**src/rtl/busca_sar_10bit.sv**
```systemverilog
// Successive-approximation search controller: drives comparator operand b with trial
// values MSB-first and rebuilds the unknown operand a from the menor answers.
module busca_sar_10bit #(
    parameter int LARGURA = 10,
    parameter int ESPERA  = 0
) (
    input  logic               clk,
    input  logic               rst_n,
    input  logic               iniciar,
    input  logic               cancelar,
    input  logic               menor,
    output logic [LARGURA-1:0] palpite,
    output logic               ocupado,
    output logic               valido,
    output logic [LARGURA-1:0] resultado
);

    typedef enum logic [1:0] {
        OCIOSO,
        TESTE,
        ESPERA_CMP
    } estado_t;

    estado_t            estado, estado_n;
    logic [LARGURA-1:0] acum, acum_n;
    logic [LARGURA-1:0] resultado_n;
    logic [LARGURA-1:0] mascara;
    logic [3:0]         idx, idx_n;
    logic [3:0]         cnt, cnt_n;
    logic               valido_n;

    always_ff @(posedge clk or negedge rst_n) begin
        if (!rst_n) begin
            estado    <= OCIOSO;
            acum      <= '0;
            idx       <= '0;
            cnt       <= '0;
            resultado <= '0;
            valido    <= 1'b0;
        end else begin
            estado    <= estado_n;
            acum      <= acum_n;
            idx       <= idx_n;
            cnt       <= cnt_n;
            resultado <= resultado_n;
            valido    <= valido_n;
        end
    end

    // The trial value is the bits already decided plus the bit currently under test.
    always_comb begin
        estado_n    = estado;
        acum_n      = acum;
        idx_n       = idx;
        cnt_n       = cnt;
        resultado_n = resultado;
        valido_n    = 1'b0;
        mascara     = LARGURA'(1) << idx;
        palpite     = '0;
        ocupado     = 1'b0;

        if (estado != OCIOSO) begin
            palpite = acum | mascara;
            ocupado = 1'b1;
        end

        if (cancelar) begin
            estado_n = OCIOSO;
        end else begin
            case (estado)
                OCIOSO: begin
                    if (iniciar) begin
                        acum_n = '0;
                        idx_n  = 4'(LARGURA - 1);
                        if (ESPERA > 0) begin
                            estado_n = ESPERA_CMP;
                            cnt_n    = 4'(ESPERA);
                        end else begin
                            estado_n = TESTE;
                        end
                    end
                end
                ESPERA_CMP: begin
                    cnt_n = cnt - 4'd1;
                    if (cnt <= 4'd1) begin
                        estado_n = TESTE;
                    end
                end
                TESTE: begin
                    if (!menor) begin
                        acum_n = acum | mascara;
                    end
                    if (idx != 4'd0) begin
                        idx_n = idx - 4'd1;
                        if (ESPERA > 0) begin
                            estado_n = ESPERA_CMP;
                            cnt_n    = 4'(ESPERA);
                        end
                    end else begin
                        resultado_n = acum_n;
                        valido_n    = 1'b1;
                        estado_n    = OCIOSO;
                    end
                end
                default: estado_n = OCIOSO;
            endcase
        end
    end

endmodule

```
**config.mk**
```make
export PLATFORM = sky130hd
export DESIGN_NAME = busca_sar_10bit
export DESIGN_NICKNAME = d
export VERILOG_FILES = /design/src/rtl/busca_sar_10bit.sv
export SDC_FILE = /design/constraint.sdc
export NUM_CORES = 1
export LEC_CHECK = 0
export CORE_MARGIN = 5
export CORE_UTILIZATION = 50
export DETAILED_ROUTE_END_ITERATION = 7
export HOLD_SLACK_MARGIN = 0.06
export PLACE_DENSITY = 0.78
export SKIP_CTS_REPAIR_TIMING = 1
export SYNTH_ARGS = -nofsm -noshare
export SYNTH_HDL_FRONTEND = slang
export SYNTH_SLANG_ARGS = --single-unit
```
**constraint.sdc**
```tcl
create_clock -name clk -period 2.4 [get_ports clk]
set_input_delay 0.48 -clock clk [delete_from_list [all_inputs] [get_ports clk]]
set_output_delay 0.48 -clock clk [all_outputs]
set_load 0.01 [all_outputs]
```
==> results.cfg <==
[status]
status = complete, but fails checks
violations = negative setup slack

[timing]
rsz0062_at_grt = true
hold_ws_ns = 0.508
drv_slew = 0
worstMarginPinSlew_ns = 0.640
finalHoldViolations = 0
relSlewSlack = 0.572
finalSetupViolations = 5
fmax_mhz = 403
final.min_clock_period_ns = 2.48
fin_worst_skew_ns = 0.00253
tns_ns = -0.217
fin_crit_sh = 1.03
setup_slack_ns = -0.0838

[synthesis]
synth_flop_cell = dfrtp_1
yosysSeqAreaShare = 0.475
synthArstFlopShare = 1.00
synth_top_cell_by_area = dfrtp_1
synth_cells = 143
syn_avg_cell_area_um2 = 9.57
synth_edf_count = 0
yosys_warnings = 0
synth_area_um2 = 1370
synth_top_cell_area_share = 0.475
syn-num-nets = 153
ys_ff_latch = 26
synth_cell_type_count = 31
synth.top_cells.by_area = dfrtp_1, a21oi_1, nor2b_1

[floorplan]
start_util = 0.510
rows = 19
ios = 27
die_area_um2 = 3880
die_w_um = 62.3
coreArea_um2 = 2690
die_h_um = 62.3

[drt]
drc = 0
finalWirelength_um = 3180
viasPerCell = 5.84
drt-pass1-iter-count = 4
drt-initial-drc-count = 70
post_drt_wl_per_cell_um = 15.7
ant_nets = 0
vias = 1179

[power_and_ir_drop]
pwr-share-clk = 0.141
power_per_cell_area_nw_per_um2 = 769
p_total_mw = 1.32
leakagePower_nw = 0.758
vdd_ir_drop_max_uv = 583
switching_power_mw = 0.451
pwr-share-comb = 0.400
p_int_mw = 0.871
swShare = 0.341
seqPwrFrac = 0.459

[global_route]
grt_pass1_vias = 1093
grt_pass1_wl_um = 5260
grt_antenna_before_repair = 0
overflow = 0
grt_max_degree = 27
grtUsageTotal = 0.165

[finish]
layout.nets = 183
final_cell_area_um2 = 1720
layout_common_cells = a21oi_1, dfrtp_1, clkdlybuf4s50_1
instances_no_fill = 202
final_common_cell = a21oi_1
drive_above_1_share = 0.164
fillCellCount = 221
antenna_cells = 0
area_growth_pct = 25.5

[flow_run]
maxCapViolCount = 0

[setup_path]
startpoint_type = flip-flop
endpoint_kind = output pin
path_buf_inv = 2
cp_max_fo = 8
worstSetupPathType = flip-flop to output pin
crit_chain = nor2_2 -> buf_4 -> a21oi_1 -> nor2b_1 -> clkdlybuf4s50_1
slowest_stage = clkdlybuf4s50_1
path_delay_family = buffers and inverters
cp.required_ns = 1.92
arrival_ns = 2.00
slowest_delay_ns = 0.56

[cts]
tritoncts = done
clock_path_buffers = 2
htree_levels = 1
insertion_delay_ns = 0.32
path_clk_slew_ns = 0.14
clock_sinks = 26
cts_root_buffer = clkbuf_4
cts_buffers = 3

[placement]
port_buffers = 26
finalWeightedCongestion = 0.839
place_area_um2 = 1670
place_hpwl_um = 2270
numPlacedInstances = 198

[hold_path]
worstHoldPathType = input port to asynchronous set/reset pin
final timing paths:
| check | slack, ns | start | to | depth (start not counted) |
|---|---|---|---|---|
| min in group clk | 0.53 | resultado[9] | resultado[9] | 2 |
| hold reg to reg | 0.53 | resultado[9] | resultado[9] | 2 |
| setup / recovery | -0.08 | idx[3] | palpite[3] | 5 |
| max in group asynchronous | 1.63 | rst_n | idx[3] | 2 |
| setup reg to reg | 0.40 | idx[0] | resultado[0] | 6 |
| hold / removal | 0.51 | rst_n | resultado[2] | 2 |
worst reg2reg max path: cells and delay by family (launching register included):
kind / cells / cell delay [ns]
buffers and inverters: 2 / 0.35
adders and majority gates: 1 / 0.22
AOI/OAI and AO/OA: 1 / 0.13
DFF: 1 / 0.46
and+or+nand+nor: 2 / 0.71
per-layer routing:
layer	track usage	wire length, um	up-vias
li1	-	-	567
met1	0.227	1430	562
met2	0.247	1470	44
met3	0.0360	218	6
met4	0.0743	57	0
met5	0	0	-
power by group through the flow:
stage | Combinational [mW] | Sequential [mW] | Clock [mW]
6_report | 0.529 | 0.607 | 0.186
5_1_grt | 0.582 | 0.624 | 0.212
4_1_cts | 0.525 | 0.604 | 0.186
3_5_place_dp | 0.524 | 0.612 | 0
3_3_place_gp | 0.513 | 0.605 | 0
2_1_floorplan | 0.237 | 0.639 | 0
stage by stage:
step / util / setup slack [ns]
final: 0.639 / -0.0838
after global routing: 0.639 / -0.161
after CTS: 0.628 / -0.185
after detailed placement: 0.620 / 0.187
after global placement: 0.620 / 0.277
after floorplan: - / 0.488
registers in the layout, summed over array words and instances (netlist names):
signal     count
acum          10
resultado     10
idx            4
estado         1
valido         1
kinds of logic (layout without fill, tap and decap cells):
group / Yosys count / count (layout) / share of synthesized area
compound gates: 59 / 59 / 0.261
simple gates: 43 / 43 / 0.178
flops: 26 / 26 / 0.475
buf+inv: 10 / 38 / 0.0402
fa+ha+maj: 5 / 5 / 0.0457
cells in the mapped netlist (all sizes together) (3+ instances only):
library cell,n
a21oi,44
dfrtp,26
nor2b,16
nor2,13
a31oi,8
buf,5
ha,5
clkbuf,3
nand2,3
area by class of cell:
type	count	area [um^2]	area share
timing repair buffer	33	323	0.188
multi-input combinational	107	674	0.393
inverter	2	7.51	0.00437
sequential	26	652	0.379
tap	31	38.8	0.0226
clock buffer	3	22.5	0.0131
Note: power is estimated with default switching activity, not from simulation.
